--- config.mk ---
export PLATFORM = sky130hd
export DESIGN_NAME = error_frame_tx
export DESIGN_NICKNAME = d
export VERILOG_FILES = /design/src/rtl/error_frame_tx_pkg.sv /design/src/rtl/error_frame_tx_sample_vote.sv /design/src/rtl/error_frame_tx.sv
export SDC_FILE = /design/constraint.sdc
export NUM_CORES = 1
export LEC_CHECK = 0
export ABC_CLOCK_PERIOD_IN_PS = 3300
export CAP_MARGIN = 20
export CELL_PAD_IN_SITES_DETAIL_PLACEMENT = 1
export CELL_PAD_IN_SITES_GLOBAL_PLACEMENT = 1
export CORE_MARGIN = 8
export CORE_UTILIZATION = 46
export CTS_BUF_LIST = sky130_fd_sc_hd__clkbuf_16
export DETAILED_ROUTE_END_ITERATION = 10
export PLACE_DENSITY = 0.92
export SETUP_SLACK_MARGIN = 0.3
export SYNTH_ARGS = -nofsm -noshare
export SYNTH_HDL_FRONTEND = slang
export SYNTH_SLANG_ARGS = --single-unit
--- constraint.sdc ---
create_clock -name i_clk -period 3.3 [get_ports i_clk]
set_clock_uncertainty 0.1 [all_clocks]
set_input_delay 0.495 -clock i_clk [delete_from_list [all_inputs] [get_ports i_clk]]
set_output_delay 0.495 -clock i_clk [all_outputs]
set_load 0.02 [all_outputs]
--- src/rtl/error_frame_tx_pkg.sv ---
// Shared definitions for the CAN error-frame transmit and receive paths:
// state and sample-phase encodings, default frame constants, vote helper.
package error_frame_tx_pkg;

    localparam int CAN_ERR_FLAG_BITS  = 6;
    localparam int CAN_ERR_DELIM_BITS = 8;
    localparam int CAN_STUCK_FIRST    = 14;
    localparam int CAN_STUCK_NEXT     = 8;

    typedef enum logic [2:0] {
        IDLE,
        ARM,
        FLAG,
        WAIT_REC,
        DELIM
    } errTxState_t;

    // Where the sampler is inside the current bit time. PH_DONE means the
    // bit value has already been produced and further pulses are ignored.
    typedef enum logic [1:0] {
        PH_FIRST,
        PH_SECOND,
        PH_THIRD,
        PH_DONE
    } samplePhase_t;

    function automatic logic majority3(input logic a, input logic b, input logic c);
        return (a & b) | (a & c) | (b & c);
    endfunction

endpackage

--- src/rtl/error_frame_tx_sample_vote.sv ---
// Per-bit bus sampler: counts sample-point pulses within a bit time, takes
// either the single sample or a 3-sample majority, and emits a registered
// one-cycle sampleValid together with the resolved bit value.
module sample_vote
    import error_frame_tx_pkg::*;
(
    input  logic i_clk,
    input  logic i_reset,
    input  logic i_bitStrobe,
    input  logic i_samplePulse,
    input  logic i_rateSelector,
    input  logic i_dIn,
    output logic o_sampleValid,
    output logic o_bitValue
);

    samplePhase_t r_phase;
    samplePhase_t w_phase;
    samplePhase_t w_phaseNext;
    logic         r_first;
    logic         r_second;
    logic         r_valid;
    logic         r_value;
    logic         w_first;
    logic         w_second;
    logic         w_valid;
    logic         w_value;

    // A strobe restarts the bit before the pulse in the same cycle is
    // considered, so a coincident pulse becomes sample 1 of the new bit.
    always_comb begin
        w_phase     = i_bitStrobe ? PH_FIRST : r_phase;
        w_phaseNext = w_phase;
        w_first     = r_first;
        w_second    = r_second;
        w_valid     = 1'b0;
        w_value     = r_value;
        if (i_samplePulse) begin
            case (w_phase)
                PH_FIRST: begin
                    w_first = i_dIn;
                    if (i_rateSelector) begin
                        w_phaseNext = PH_SECOND;
                    end else begin
                        w_phaseNext = PH_DONE;
                        w_valid     = 1'b1;
                        w_value     = i_dIn;
                    end
                end
                PH_SECOND: begin
                    w_second    = i_dIn;
                    w_phaseNext = PH_THIRD;
                end
                PH_THIRD: begin
                    w_phaseNext = PH_DONE;
                    w_valid     = 1'b1;
                    w_value     = majority3(r_first, r_second, i_dIn);
                end
                default: begin
                end
            endcase
        end
    end

    // Sample storage and the registered valid/value pair.
    always_ff @(posedge i_clk) begin
        if (i_reset) begin
            r_phase  <= PH_FIRST;
            r_first  <= 1'b1;
            r_second <= 1'b1;
            r_valid  <= 1'b0;
            r_value  <= 1'b1;
        end else begin
            r_phase  <= w_phaseNext;
            r_first  <= w_first;
            r_second <= w_second;
            r_valid  <= w_valid;
            r_value  <= w_value;
        end
    end

    assign o_sampleValid = r_valid;
    assign o_bitValue    = r_value;

endmodule

--- src/rtl/error_frame_tx.sv ---
// CAN error-frame transmitter: drives the error flag on request, waits for
// the bus to go recessive after flag superposition, then counts out the
// delimiter, flagging stuck-dominant buses and delimiter bit errors.
module error_frame_tx
    import error_frame_tx_pkg::*;
#(
    parameter int FLAG_BITS   = CAN_ERR_FLAG_BITS,
    parameter int DELIM_BITS  = CAN_ERR_DELIM_BITS,
    parameter int STUCK_FIRST = CAN_STUCK_FIRST,
    parameter int STUCK_NEXT  = CAN_STUCK_NEXT
) (
    input  logic i_clk,
    input  logic i_reset,
    input  logic i_txStart,
    input  logic i_errorPassive,
    input  logic i_bitStrobe,
    input  logic i_samplePulse,
    input  logic i_rateSelector,
    input  logic i_dIn,
    output logic o_txOut,
    output logic o_busy,
    output logic o_done,
    output logic o_stuckDominant,
    output logic o_bitError
);

    errTxState_t r_state;
    errTxState_t w_state;
    logic [2:0]  r_bitCnt;
    logic [2:0]  w_bitCnt;
    logic [3:0]  r_delimCnt;
    logic [3:0]  w_delimCnt;
    logic [4:0]  r_domCnt;
    logic [4:0]  w_domCnt;
    logic [4:0]  w_domInc;
    logic        r_passive;
    logic        w_passive;
    logic        r_txOut;
    logic        w_txOut;
    logic        r_busy;
    logic        w_busy;
    logic        r_done;
    logic        w_done;
    logic        r_stuck;
    logic        w_stuck;
    logic        r_bitError;
    logic        w_bitError;
    logic        w_sampleValid;
    logic        w_bitValue;

    sample_vote u_sampleVote (
        .i_clk          (i_clk),
        .i_reset        (i_reset),
        .i_bitStrobe    (i_bitStrobe),
        .i_samplePulse  (i_samplePulse),
        .i_rateSelector (i_rateSelector),
        .i_dIn          (i_dIn),
        .o_sampleValid  (w_sampleValid),
        .o_bitValue     (w_bitValue)
    );

    // Next-state and next-output logic. After the first stuck threshold the
    // dominant counter is folded back by STUCK_NEXT at each later threshold,
    // so pulses keep coming every STUCK_NEXT bits without the counter ever
    // reaching its saturation point; saturation remains as a safety net.
    always_comb begin
        w_state    = r_state;
        w_bitCnt   = r_bitCnt;
        w_delimCnt = r_delimCnt;
        w_domCnt   = r_domCnt;
        w_passive  = r_passive;
        w_txOut    = r_txOut;
        w_busy     = r_busy;
        w_done     = 1'b0;
        w_stuck    = 1'b0;
        w_bitError = 1'b0;
        w_domInc   = (r_domCnt == 5'd31) ? r_domCnt : r_domCnt + 5'd1;
        case (r_state)
            IDLE: begin
                w_txOut = 1'b1;
                if (i_txStart && !r_done) begin
                    w_passive = i_errorPassive;
                    w_state   = ARM;
                    w_busy    = 1'b1;
                end
            end
            ARM: begin
                if (i_bitStrobe) begin
                    w_state  = FLAG;
                    w_bitCnt = 3'd1;
                    w_txOut  = r_passive;
                end
            end
            FLAG: begin
                if (i_bitStrobe) begin
                    if (r_bitCnt == 3'(FLAG_BITS)) begin
                        w_state  = WAIT_REC;
                        w_txOut  = 1'b1;
                        w_bitCnt = 3'd0;
                        w_domCnt = 5'd0;
                    end else begin
                        w_bitCnt = r_bitCnt + 3'd1;
                    end
                end
            end
            WAIT_REC: begin
                w_txOut = 1'b1;
                if (w_sampleValid) begin
                    if (w_bitValue) begin
                        w_state    = DELIM;
                        w_delimCnt = 4'd1;
                        w_domCnt   = 5'd0;
                    end else begin
                        w_domCnt = w_domInc;
                        if (w_domInc == 5'(STUCK_FIRST)) begin
                            w_stuck = 1'b1;
                        end else if (w_domInc == 5'(STUCK_FIRST + STUCK_NEXT)) begin
                            w_stuck  = 1'b1;
                            w_domCnt = 5'(STUCK_FIRST);
                        end
                    end
                end
            end
            DELIM: begin
                w_txOut = 1'b1;
                if (w_sampleValid) begin
                    if (w_bitValue) begin
                        if (r_delimCnt + 4'd1 == 4'(DELIM_BITS)) begin
                            w_state    = IDLE;
                            w_done     = 1'b1;
                            w_busy     = 1'b0;
                            w_delimCnt = 4'd0;
                        end else begin
                            w_delimCnt = r_delimCnt + 4'd1;
                        end
                    end else begin
                        w_state    = ARM;
                        w_bitError = 1'b1;
                        w_delimCnt = 4'd0;
                    end
                end
            end
            default: begin
                w_state = IDLE;
                w_txOut = 1'b1;
                w_busy  = 1'b0;
            end
        endcase
    end

    // State, counters and registered outputs.
    always_ff @(posedge i_clk) begin
        if (i_reset) begin
            r_state    <= IDLE;
            r_bitCnt   <= 3'd0;
            r_delimCnt <= 4'd0;
            r_domCnt   <= 5'd0;
            r_passive  <= 1'b0;
            r_txOut    <= 1'b1;
            r_busy     <= 1'b0;
            r_done     <= 1'b0;
            r_stuck    <= 1'b0;
            r_bitError <= 1'b0;
        end else begin
            r_state    <= w_state;
            r_bitCnt   <= w_bitCnt;
            r_delimCnt <= w_delimCnt;
            r_domCnt   <= w_domCnt;
            r_passive  <= w_passive;
            r_txOut    <= w_txOut;
            r_busy     <= w_busy;
            r_done     <= w_done;
            r_stuck    <= w_stuck;
            r_bitError <= w_bitError;
        end
    end

    assign o_txOut         = r_txOut;
    assign o_busy          = r_busy;
    assign o_done          = r_done;
    assign o_stuckDominant = r_stuck;
    assign o_bitError      = r_bitError;

endmodule

Word level (Yosys, flattened, before mapping)
Cells that the tools add are included.
Operators by class
  add/subtract/negate cells: 3
  multipliers: 0
  divide/modulo/power cells: 0
  $lt $le $gt $ge: 0
  equality and inequality tests: 22
  shifts and indexed selects: 0
  muxes and demuxes: 49
  bitwise gates (word level): 11
  reduce and logical (&&, ||, !) cells: 23
Operators with widths (number)
  $mux W3: 12
  $mux W5: 7
  $mux W4: 5
  $pmux W3 S5: 1
  $mux W1: 13
  $ne A2 B2 Y1 const B: 6
  $eq A5 B5 Y1 const B: 2
  $pmux W5 S2: 1
  $reduce_and A3 Y1: 3
  $ne A2 B1 Y1 const B: 4
  $pmux W4 S2: 1
  $reduce_and A4 Y1: 2
  $reduce_and A8 Y1: 1
  $reduce_bool A2 Y1: 4
  $reduce_or A4 Y1: 2
  $eq A3 B2 Y1 const B: 2
  $eq A3 B3 Y1 const B: 2
  $mux W2: 3
  $not A1 Y1: 6
  $pmux W1 S2: 3
  $pmux W2 S3: 1
  $pmux W3 S2: 1
  $reduce_and A2 Y1: 3
  $reduce_or A3 Y1: 2
  other kinds (18): 21
Word-level totals
  bits in registers: 27
  bits in latches: 0
  memory bits (writable): 0
  memory bits (read-only): 0
  input bits: 8
  output and inout port bits: 5
  word-level logic and storage cells: 123
  memories kept: 0

Longest topological paths before layout
Gate-level depths: netlist of run 1.
  depth in word-level cells: 8
  gate-level depth with buffers: 8
  depth with buffers taken out: 7

Hierarchy
A second synthesis of run 1 with hierarchy kept.
Second synthesis, totals
  cells, all modules: 201
  area total of the unflattened synthesis: 1637.8 µm²
Modules (own cells, without submodules)
  error_frame_tx: times used 1, cells an instance 168, area an instance 1306.3 µm², sequential area each 420.4 µm²
  sample_vote: times used 1, cells an instance 33, area an instance 331.6 µm², sequential area each 120.1 µm²

Worst setup path before layout of run 1
OpenSTA, ideal clock, no wires.
  path type: in2reg
  from: input i_bitStrobe
  to: register u_sampleVote.r_value, in the netlist u_sampleVote.o_bitValue
  setup time: 0.125 ns
  arrival time: 1.562 ns
  required time: 3.075 ns
  slack: 1.513 ns
  stages on the path: 7
  buffers on the path: 1
  path through: buf_2 nand2b_1 ha_1 nor2b_1 o21ai_0 a21oi_1 o31ai_1
Between the ends
  cells in the longest elaborated chain, start to end: 4
  elaborated cells between the ends (all ways): 7
  classes of those cells: eq/ne (2); mux (2); reduce/logical (3)
Ends and longest elaborated chain
  start: declaration: RTL line error_frame_tx.sv:16  | input logic i_bitStrobe,
  $mux W2 (*): RTL line error_frame_tx_sample_vote.sv:32  | w_phase = i_bitStrobe ? PH_FIRST : r_phase;
  $eq A2 B2 Y1 / $logic_not A2 Y1 (equally long branches): RTL line error_frame_tx_sample_vote.sv:39  | case (w_phase)
  $reduce_bool A2 Y1 (no line) / $ne A2 B2 Y1 (equally long branches)
  $reduce_and A3 Y1 (no line)
  end signal: assignment: RTL line error_frame_tx_sample_vote.sv:78  | r_value <= w_value;
  end: declaration: RTL line error_frame_tx_sample_vote.sv:23  | logic r_value;
Mark *: on every way between the ends. The rest lies on a longest branch, timed or not.
A chain may end at the register's enable or synchronous reset.

Worst setup path in the final report of run 1
  from: register r_state[0]
  to: register r_state[2]
Between the ends
  cells in the longest elaborated chain, start to end: 3
  elaborated cells between the ends (all ways): 15
  classes of those cells: eq/ne (12); mux (1); reduce/logical (2)
Ends and longest elaborated chain
  start: declaration: RTL line error_frame_tx.sv:27  | errTxState_t r_state;
  start signal: assignment: RTL line error_frame_tx.sv:165  | r_state <= w_state;
  $eq A3 B3 Y1 (tied with other cells): RTL line error_frame_tx.sv:78  | case (r_state)
  $ne A3 B3 Y1 (no line) (tied with other cells)
  $reduce_and A8 Y1 (no line)
Parallel ways exist; a longest one is shown, timed or not.

==> results by stage, run 1 <==
Outcome:
- The flow ran to the end, and the final reports show no timing, DRC or antenna violations.

Cells and area:
- Fill cells in the final layout number 410.
- The area taken by flip-flops and latches is roughly 540 sq um.
- The area taken by multi-input logic gates is slightly above 1000 sq um.
- The repair_antennas step left the layout with diodes totalling 0.
- The area growth from synthesis to layout is 12.2%.
- At the end of the flow, the number of nets in the layout was 224.
- The layout cell share with drive strength beyond 1 is 0.0817.

Die:
- The starting density of the core is 0.488.
- The floorplan step set the die height to 75.9 um.
- The core region area is 3390 sq um.
- The I/O pin total is 13.
- The floorplan step set the die width to around 76 um.
- In this run the core area contains 21 standard-cell rows.
- The floorplan die area is about 5800 sq um.

Drt:
- The remaining design rule violation count is 0.
- Detailed routing placed a total of 160 um of wire on met3.
- The uppermost layer routed is met4.
- Before antenna repair, the detailed router went through 4 iterations.
- In the final routing, the length of wire on met1 measures 1.92 mm.
- The vias per cell is a little over 6.
- The via total after detailed routing is approximately 1500.
- Detailed routing placed a total of 2.60 mm of wire on met2.
- The remaining number of nets flagged by the antenna check after routing is 0.
- For this block, the routed nets add up to 4.82 mm of wire.
- The number of violations reported at the end of detailed-routing iteration 0 is between 90 and 100.
- The wire length per cell after detailed routing is 19.0 um.

STA:
- Setup repair after global routing left no endpoint under its margin.
- At the pin with the least slew margin, the transition time is 0.767 ns.
- The number of endpoints failing setup at the final stage is 0.
- Dividing the final minimum period by the clock period gives 0.683.
- Subtracting the final worst setup slack from the clock period gives 2.25 ns.
- Static timing analysis puts the maximum clock frequency at between 400 and 500 MHz.
- Measured against its own limit, the worst slew margin works out to 0.488.
- The final count of pins violating max slew came to 0.
- In the final timing run, aggregate negative setup slack is 0 ns.
- The final count of hold timing violations came to 0.

Synthesis:
- The share of flip-flops with an asynchronous set or reset is 0.
- The cell count after synthesis is between 200 and 250.
- The number of enable-type register cells in the synthesized netlist is 0.
- The Yosys step of the flow raised 0 warnings.
- After synthesis the netlist holds a flip-flop and latch count of 27.
- The synthesized area per cell is 8.18 sq um.
- The primary flip-flop cell chosen by synthesis mapping is sky130_fd_sc_hd__dfxtp_1.
- In this run, distinct cell masters in the synthesized netlist total 52.
- The number of nets handed over by synthesis was 217.
- The sequential fraction of the synthesis area is 0.327.
- The cell area after synthesis is 1650 sq um.

Global routing:
- The first global-routing pass estimated 8.14 mm of wire.
- The residual overflow from global routing is 0.
- The number of antenna violations at the first check in global routing was 0.
- Across every metal layer, demand over resource in global routing totals 0.170.
- The number of global-route vias before repair came to 1664.
- Entering global routing, the biggest net connects 21 pins.

Clocking:
- The TritonCTS buffer count is 3.
- Counting every sink on the clock net gives 27.
- The number of H-tree branching levels is 1.
- The clock passes through at most 2 buffers.
- TritonCTS built the clock tree.
- The register clock-pin slew on the reported worst setup and hold paths is about 0.07 ns.
- The count of hold buffers inserted by post-cts repair is 0.
- The later-pin clock latency in the skew report is 0.26 ns.
- The number of post-CTS setup repair buffers is 0.
- Post-CTS repair changed the size of 0 cells.
- Clock tree synthesis selected as its root buffer the cell sky130_fd_sc_hd__clkbuf_16.

Power and ir drop:
- Of the total power, the clock network draws 0.272.
- The power density of the placed cells is ~560 nW/um^2.
- Across the VDD grid, the largest voltage drop is 0.000367 V.
- Of the total power, registers draw 0.422.
- The switching power of the nets is 370 uW.
- The leakage power total is 0.645 nW.
- The total chip power is 1.03 mW.
- The share of total power dissipated in combinational logic is 0.306.
- The net switching share of the total power is 0.358.
- The internal cell power is 664 uW.

Placement:
- Detailed placement finished with a half-perimeter wire length of 3.32 mm.
- The congestion estimate from routability-driven global placement came to 0.778.
- The number of buffers inserted by port buffering is 12.

Hold path:
- The tightest min-delay check is of the flip-flop to flip-flop type.

Critical path:
- The worst setup path is captured at a flip-flop.
- The top fanout value on the critical path is 17.
- The nature of the critical path startpoint is a flip-flop.
- Data on the critical path is required at its endpoint by 3.35 ns.
- The critical path is of the flip-flop to flip-flop type.
- The data arrival time at the worst-slack endpoint is 2.30 ns.

Run:
- Across the run, the number of max-cap violations was 0.
[worst paths after layout]
| path | startpoint | end | slack (ns) | cells past startpoint |
|---|---|---|---|---|
| max | r_state[0]$_SDFFE_PP0P_ | r_state[2]$_SDFFE_PP0P_ | 1.05 | 5 |
| min | u_sampleVote.r_first$_SDFFE_PP1P_ | u_sampleVote.r_first$_SDFFE_PP1P_ | 0.38 | 2 |
| max reg2reg | r_state[0]$_SDFFE_PP0P_ | r_state[2]$_SDFFE_PP0P_ | 1.05 | 5 |
| min reg2reg | u_sampleVote.r_first$_SDFFE_PP1P_ | u_sampleVote.r_first$_SDFFE_PP1P_ | 0.38 | 2 |
[flip-flops by register name (all words and copies together) (netlist names), 2 cells and up]
register              flops
r_delimCnt                4
u_sampleVote.r_phase      2
r_state                   3
r_domCnt                  5
r_bitCnt                  3
[critical path, stage by stage (launching register included)]
cell and delay [ns]:
sky130_fd_sc_hd__dfxtp_1 0.82, sky130_fd_sc_hd__or3b_4 0.30, sky130_fd_sc_hd__nor2b_2 0.07, sky130_fd_sc_hd__or4_4 0.55
sky130_fd_sc_hd__o21ai_1 0.19, sky130_fd_sc_hd__a21oi_1 0.10
[synthesized netlist by cell type, drive strengths merged (4+ instances only)]
library cell / number / area, sq um
nand3: 10 / 50.1
nor3b: 4 / 35.0
a41oi: 4 / 35.0
nor3: 8 / 40.0
dfxtp: 27 / 541
a21oi: 18 / 90.1
nor2b: 4 / 27.5
a31oi: 4 / 25.0
or4: 4 / 33.8
nand2: 25 / 96.4
nand2b: 6 / 37.5
ha: 7 / 87.6
clkbuf: 6 / 26.3
buf: 5 / 37.5
o21ai: 15 / 75.1
nor2: 12 / 52.6
inv: 7 / 26.3
[cell usage in the layout, fill, tap and decap left out, drive strengths merged, types with 3 or more instances in the layout]
master / Yosys / routed
nor3b: 4 / 4
nand3: 10 / 10
inv: 7 / 7
nor2: 12 / 12
ha: 7 / 7
nor2b: 4 / 4
a31oi: 4 / 4
a41oi: 4 / 4
nand2: 25 / 25
clkbuf: 6 / 3
o21a: 3 / 3
a21oi: 18 / 18
or4: 4 / 4
clkdlybuf4s50: 0 / 12
o21ai: 15 / 15
nor3: 8 / 8
dfxtp: 27 / 27
nand3b: 3 / 3
nand2b: 6 / 6
[power by group through the flow]
stage          Clock (mW)  Combinational (mW)  Sequential, mW
6_report            0.282               0.316           0.436
5_1_grt             0.298               0.346           0.444
4_1_cts             0.283               0.318           0.433
3_5_place_dp            0               0.293           0.439
3_3_place_gp            0               0.273           0.435
2_1_floorplan           0               0.283           0.390
[cells by family (layout without fill, tap and decap cells)]
family	count (synthesis)	in the layout	share of synthesized area
AOI/OAI and AO/OA	57	57	0.223
xor gates and xnor gates	3	3	0.0273
and+or+nand+nor	89	89	0.308
DFF	27	27	0.327
muxes	1	1	0.00681
buffers and inverters	18	24	0.0545
adders and majority gates	7	7	0.0530
[layout make-up]
class,instances,area share
sequential,27,0.291
clock buffer,3,0.0405
multi-input combinational,157,0.551
timing repair buffer,13,0.0688
tap,46,0.0310
inverter,7,0.0142
clock inverter,1,0.00270
[routing by layer]
metal  track usage  up-vias
li1              -      752
met1         0.186      754
met2         0.308       32
met3        0.0259       11
met4        0.0824        0
met5             0        -
[through the flow]
stage | utilization | std cells | worst slack (ns) | hold WS [ns] | instance area [sq um]
floorplan | - | 202 | 1.51 | 0.331 | 1650
global placement | 0.523 | 250 | 0.947 | 0.354 | 1770
detailed placement | 0.523 | 250 | 0.826 | 0.367 | 1770
CTS | 0.547 | 254 | 1.07 | 0.380 | 1850
global route | 0.547 | 254 | 0.862 | 0.405 | 1850
finish | 0.547 | 254 | 1.05 | 0.377 | 1850
(Power assumes the default switching activity.)
==> run 2: changes to the inputs <==
Settings changed: ABC_CLOCK_PERIOD_IN_PS 3300 to 2100, CORE_UTILIZATION 46 to 43, PLACE_DENSITY 0.92 to 0.87.
Clock period 3.3 ns to 2.1 ns, I/O delays scaled along.
==> results by stage, run 2 (same netlist as run 1, synthesis figures left out) <==
Outcome:
- The flow ran to the end, and the final reports show no timing, DRC or antenna violations.

Die:
- The width of the die is 78 um (+2.7%).
- The starting density of the core is 0.448 (-0.0395).
- The die height is 78 um (+2.7%).
- The floorplan die area is 6080 sq um (+5.5%).
- The standard-cell row count is 22 (+4.8%).
- The I/O pin total was 13 (unchanged).
- The core region area came to 3690 sq um (+8.8%).

Hold path:
- The type of the most critical hold path is flip-flop to flip-flop.

Global routing:
- The residual overflow from global routing was 0 (unchanged).
- The number of global-route vias before repair came to 1802 (+8.3%).
- The maximum number of pins on one net before global-route repair came to 21 (unchanged).
- The number of antenna violations at the first check in global routing is 0 (unchanged).
- The global routing usage summed across all routing layers is 0.169 (-0.000519).
- The first-pass GRT wire length is 8.63 mm (+6.1%).

Cells and area:
- The final net count is 245 (+9.4%).
- The number of diodes is 0 (unchanged).
- The post-synthesis to final-layout area growth is 33.3%.
- In the final layout, the registers with the most flip-flops are r_domCnt x5, r_delimCnt x4.
- The flip-flop count of the largest register after layout is 5 (unchanged).
- The library cells used most frequently in the layout, excluding fill and tap cells, are 24 x sky130_fd_sc_hd__nand2_1, 19 x sky130_fd_sc_hd__buf_4, 18 x sky130_fd_sc_hd__dfxtp_1.
- More flip-flops sit in one register than any other, and that register is r_domCnt.
- The most frequent standard cell in the layout excluding fill and tap cells is sky130_fd_sc_hd__nand2_1.
- The layout cell share with drive strength beyond 1 was 0.306 (+0.224).
- The utilization after layout is 0.597 (+0.0503).

Critical path:
- The family of cells with the greatest summed delay on the critical path is simple AND/OR/NAND/NOR gates.
- The largest stage delay on the critical path is 0.38 ns (-0.44 ns).
- The signal on the critical path passes through ha_4, nand2_1, nor3b_1, a21oi_2, or2_0, a221oi_1.
- The worst setup path is captured at a flip-flop.
- The required time at the worst-slack endpoint is 2.16 ns (-1.19 ns).
- STA classifies the critical path startpoint as a flip-flop.
- The top fanout value on the critical path was 7 (-10).
- The buffer and inverter count on the worst path is 0 (unchanged).
- The data arrival time at the worst-slack endpoint is 1.90 ns (-0.40 ns).
- The slowest library cell on the worst path is sky130_fd_sc_hd__dfxtp_4.
- The critical path is of the flip-flop to flip-flop type.

Clocking:
- The TritonCTS buffer count is 3 (unchanged).
- The count of hold buffers inserted by post-cts repair is 0 (unchanged).
- The total clock sinks came to 27 (unchanged).
- The library cell used as clock root buffer is sky130_fd_sc_hd__clkbuf_16.
- The register clock-pin slew on the reported worst setup and hold paths was 0.08 ns (about the same).
- The later-pin clock latency in the skew report is 0.26 ns (about the same).
- The number of H-tree branching levels came to 1 (unchanged).
- The number of buffers on the longest clock path is 2 (unchanged).
- The CTS tree is built.

Placement:
- The worst setup slack before clock tree synthesis is -0.0182 ns (-0.844 ns).
- The routability-driven placement congestion ratio is 0.842 (+8.1%).
- The detailed placer's ending HPWL is 3.35 mm (+0.91%).
- The number of buffers inserted by port buffering is 12 (unchanged).

STA:
- The post-route minimum period is 1.84 ns (-0.419 ns).
- The number of endpoints failing setup at the final stage was 0 (unchanged).
- The post-route worst setup slack is 0.264 ns (-0.781 ns).
- The final count of hold timing violations came to 0 (unchanged).
- The normalized max-slew margin is 0.729 (+0.241).
- The summed negative setup slack over all endpoints is 0 ns (unchanged).
- Setup repair after global routing could not meet its margin everywhere.
- The final count of pins violating max slew is 0 (unchanged).
- The ratio of final minimum period to clock period is 0.874 (+0.191).
- The pin slew with the least headroom to its limit is 0.401 ns (-0.366 ns).
- The final hold slack is 0.374 ns (-0.00310 ns).
- The highest clock frequency the design can meet was 545 MHz (+23%).

Power and ir drop:
- The leakage power total came to 0.805 nW (+25%).
- The largest vdd supply drop is 0.000492 V (+34%).
- The power density of the placed cells is 865 nW/um^2 (+55%).

Run:
- The count of maximum capacitance violations came to 0 (unchanged).

Drt:
- The remaining number of nets flagged by the antenna check after routing is 0 (unchanged).
- The via total after detailed routing is 1703 (+9.9%).
- The vias per cell is 6.15 (+0.81%).
- The wire length per cell after detailed routing is 20.8 um (+9.9%).
- The remaining design rule violation count is 0 (unchanged).
- The overall routed net length was 5.77 mm (+20%).
- The detailed-router iteration count before antenna repair is 4 (unchanged).
- The number of violations reported at the end of detailed-routing iteration 0 is 143 (+57%).
run 2: cell count changes in the layout (fill, tap and decap cells not counted), sizes merged:
| cell | change |
|---|---|
| dlygate4sd2 | +1 |
| clkinv | -1 |
| dlymetal6s2s | +1 |
| inv | +1 |
| clkdlybuf4s50 | -2 |
| buf | +21 |
run 2: repair_timing:
action	in CTS	in global routing
resized for setup	19	32
endpoints found under the setup margin	10	18
pin swaps	5	8
setup buffers	2	6
run 2: worst register-to-register path: stages (launching register included):
cell and delay [ns]:
sky130_fd_sc_hd__dfxtp_4 0.38, sky130_fd_sc_hd__ha_4 0.28, sky130_fd_sc_hd__nand2_1 0.08, sky130_fd_sc_hd__nor3b_1 0.32, sky130_fd_sc_hd__a21oi_2 0.09, sky130_fd_sc_hd__or2_0 0.24
sky130_fd_sc_hd__a221oi_1 0.24
run 2: path summary, 6_finish.rpt:
check	start	endpoint	slack, ns	cells after the start
worst max register to register	r_domCnt[0]$_SDFFE_PP0P_	r_domCnt[3]$_SDFFE_PP0P_	0.26	6
worst max-delay path	r_domCnt[0]$_SDFFE_PP0P_	r_domCnt[3]$_SDFFE_PP0P_	0.26	6
worst min-delay path	r_passive$_SDFFE_PP0P_	r_passive$_SDFFE_PP0P_	0.37	2
worst min register to register	r_passive$_SDFFE_PP0P_	r_passive$_SDFFE_PP0P_	0.37	2
run 2: layout make-up:
cell class	count	area (sq um)
Clock buffer	3	75.1
Inverter	7	26.3
Tap cell	48	60.1
Sequential cell	27	562
Multi-Input combinational cell	157	1170
Clock inverter	1	8.76
Timing Repair Buffer	34	298
Fill cell	434	1490
run 2: metal layers:
metal	up-vias	wire length [um]	track usage
met5	-	0	0
met4	0	116	0.0370
met3	14	178	0.0242
met2	43	3050	0.317
met1	844	2430	0.196
li1	802	-	-
run 2: power by group:
group	total (mW)	internal, mW	leakage, nW	switching [mW]
combinational	0.795	0.392	0.539	0.403
sequential	0.646	0.568	0.225	0.0782
clock	0.464	0.264	0.0415	0.201
run 2: stage by stage:
stage	cell area [sq um]	total power [mW]	std cells
floorplan	1650	1.06	202
detailed placement	1870	1.24	265
finish	2200	1.91	277
CTS	2050	1.77	271
global route	2200	1.99	277
global placement	1870	1.21	265
==> run 3: changes to the inputs <==
Settings changed: CELL_PAD_IN_SITES_DETAIL_PLACEMENT 1 to 2, CELL_PAD_IN_SITES_GLOBAL_PLACEMENT 1 to 2, CORE_UTILIZATION 43 to 35, PLACE_DENSITY 0.87 to 0.88.
==> results by stage, run 3 (same netlist as run 1, synthesis figures left out) <==
STA:
- The highest clock frequency the design can meet is 547 MHz (+0.53%).
- The ratio of final minimum period to clock period is 0.870 (-0.00458).
- The normalized max-slew margin is 0.763 (+0.0340).
- The post-route worst setup slack was 0.273 ns (+0.00962 ns).
- The final count of hold timing violations came to 0 (unchanged).
- The summed negative setup slack over all endpoints is 0 ns (unchanged).
- The final count of pins violating max slew is 0 (unchanged).
- The number of endpoints failing setup at the final stage is 0 (unchanged).
- The post-route minimum period was 1.83 ns (-0.00962 ns).
- The final hold slack came to 0.383 ns (+0.00965 ns).
- Setup repair after global routing could not meet its margin everywhere.
- The pin slew with the least headroom to its limit is 0.355 ns (-0.0457 ns).

Placement:
- The area after detailed placement is 1870 sq um (-0.40%).
- The routability-driven placement congestion ratio is 0.806 (-4.3%).
- The detailed placer's ending HPWL is 3.65 mm (+9.0%).
- The number of placed cells counting well taps is 269 (+1.5%).
- The worst setup slack before clock tree synthesis is -0.0666 ns (-0.0484 ns).
- The number of buffers inserted by port buffering came to 12 (unchanged).

Cells and area:
- The number of diodes is 0 (unchanged).
- The layout cell share with drive strength beyond 1 came to 0.313 (+0.00763).
- In the layout the commonest cells are 25 x sky130_fd_sc_hd__buf_4, 24 x sky130_fd_sc_hd__nand2_1, 17 x sky130_fd_sc_hd__dfxtp_1.
- The utilization after layout came to 0.484 (-0.113).
- In the final layout, the registers with the most flip-flops are r_domCnt x5, r_delimCnt x4.
- The count of placed standard cells in the final layout, fillers left out came to 287 (+3.6%).
- Leaving out fill and tap cells, the most frequent cell in the layout is sky130_fd_sc_hd__buf_4.
- The register ranked first by flip-flop count is r_domCnt.
- The final net count is 249 (+1.6%).
- The area of all placed cells without fillers is 2240 sq um (+1.7%).
- From synthesis to final layout, the design area changed by 35.6%.
- The flip-flop count of the largest register after layout was 5 (unchanged).

Critical path:
- The nature of the critical path endpoint is a flip-flop.
- The top fanout value on the critical path was 8 (+1).
- The buffer and inverter count on the worst path is 1 (+1).
- The critical path is of the flip-flop to flip-flop type.
- The required time at the worst-slack endpoint is 2.22 ns (+0.06 ns).
- The register-to-register path setup slack is 0.27 ns (about the same).
- Broken down by cell family, the worst path's largest delay share belongs to simple AND/OR/NAND/NOR gates.
- STA classifies the critical path startpoint as a flip-flop.
- The data arrival time at the worst-slack endpoint came to 1.95 ns (+0.05 ns).
- The slowest stage of the critical path belongs to the cell sky130_fd_sc_hd__dfxtp_4.
- The critical path goes through buf_4, nand4bb_4, a41oi_2, o21ai_2, nor4b_1, o21a_1.
- The largest stage delay on the critical path is 0.38 ns (about the same).

Drt:
- The number of violations reported at the end of detailed-routing iteration 0 is 55 (-62%).
- The remaining design rule violation count is 0 (unchanged).
- The overall routed net length came to 6.33 mm (+9.7%).
- The via total after detailed routing is 1683 (-1.2%).
- The vias per cell was 5.86 (-4.6%).
- The wire length per cell after detailed routing was 22.1 um (+5.9%).
- The detailed-router iteration count before antenna repair came to 4 (unchanged).
- The remaining number of nets flagged by the antenna check after routing is 0 (unchanged).

Global routing:
- The most utilized layer in the global route result is met2.
- The maximum number of pins on one net before global-route repair is 16 (-24%).
- The met1 track demand over resource in global routing is 0.175 (-0.0212).
- The number of antenna violations at the first check in global routing came to 0 (unchanged).
- The met2 routing resource usage after global routing was 0.283 (-0.0332).
- The first-pass GRT wire length is 9.07 mm (+5.1%).
- The number of global-route vias before repair is 1860 (+3.2%).
- The global routing usage summed across all routing layers is 0.156 (-0.0133).
- The residual overflow from global routing is 0 (unchanged).
- The met3 global-route usage was 0.0283 (+0.00410).

Clocking:
- The later-pin clock latency in the skew report is 0.28 ns (+0.02 ns).
- The TritonCTS buffer count is 3 (unchanged).
- The count of hold buffers inserted by post-cts repair came to 0 (unchanged).
- The cell sitting at the root of the clock tree is a sky130_fd_sc_hd__clkbuf_16.
- The register clock-pin slew on the reported worst setup and hold paths is 0.08 ns (about the same).
- TritonCTS built the clock tree.
- The number of H-tree branching levels is 1 (unchanged).
- The number of buffers on the longest clock path was 2 (unchanged).
- The total clock sinks was 27 (unchanged).

Die:
- The width of the die was 84.7 um (+8.6%).
- The core region area came to 4630 sq um (+26%).
- The standard-cell row count is 25 (+14%).
- The floorplan die area is 7180 sq um (+18%).
- The die height came to 84.7 um (+8.6%).
- The I/O pin total is 13 (unchanged).
- The starting density of the core came to 0.357 (-0.0911).

Power and ir drop:
- The total chip power is 1.96 mW (+2.8%).
- The power density of the placed cells is 874 nW/um^2 (+1.1%).
- The leakage power total came to 0.833 nW (+3.4%).
- The largest vdd supply drop was 0.000422 V (-14%).

Outcome:
- The flow ran to the end, and the final reports show no timing, DRC or antenna violations.

Hold path:
- The type of the most critical hold path is flip-flop to flip-flop.

Run:
- The count of maximum capacitance violations came to 0 (unchanged).
[run 3: cell types whose count changed in the layout (fill, tap and decap cells not counted), sizes merged]
cell,before,now
clkinv,0,1
buf,22,26
inv,8,7
[run 3: power breakdown]
group          internal (mW)  switching (mW)
Combinational          0.432           0.418
Sequential             0.569          0.0768
Clock                  0.258           0.205
[run 3: layer usage]
metal	share of wire	up-vias
li1	-	804
met1	0.44	844
met4	0.029	0
met3	0.023	12
met2	0.51	23
met5	0	-
[run 3: path summary, 6_finish.rpt]
kind	start	cells after the start	endpoint
hold / removal	u_sampleVote.r_first$_SDFFE_PP1P_	2	u_sampleVote.r_first$_SDFFE_PP1P_
setup reg to reg	r_state[1]$_SDFFE_PP0P_	6	r_delimCnt[3]$_SDFFE_PP0P_
hold reg to reg	u_sampleVote.r_first$_SDFFE_PP1P_	2	u_sampleVote.r_first$_SDFFE_PP1P_
setup / recovery	r_state[1]$_SDFFE_PP0P_	6	r_delimCnt[3]$_SDFFE_PP0P_
[run 3: final cells by class]
type                    instances  area (sq um)
clock buffers                   3          75.1
clock inverters                 1          5.00
fillers                       509          2390
inverters                       7          26.3
multi-input cells             157          1180
flip-flops and latches         27           563
well taps                      54          67.6
repair buffers                 38           320
[run 3: worst min-delay path, delay by kind of cell, from the launching register on]
family | cells | cell delay, ns
flip-flops | 1 | 0.32
AND/OR/NAND/NOR | 2 | 0.11
[run 3: what timing repair did]
action / in CTS / in global routing
pin swaps: 4 / 9
gates cloned: 0 / 0
buffers inserted: 2 / 12
setup endpoints to repair: 14 / 16
gates resized for setup: 19 / 27
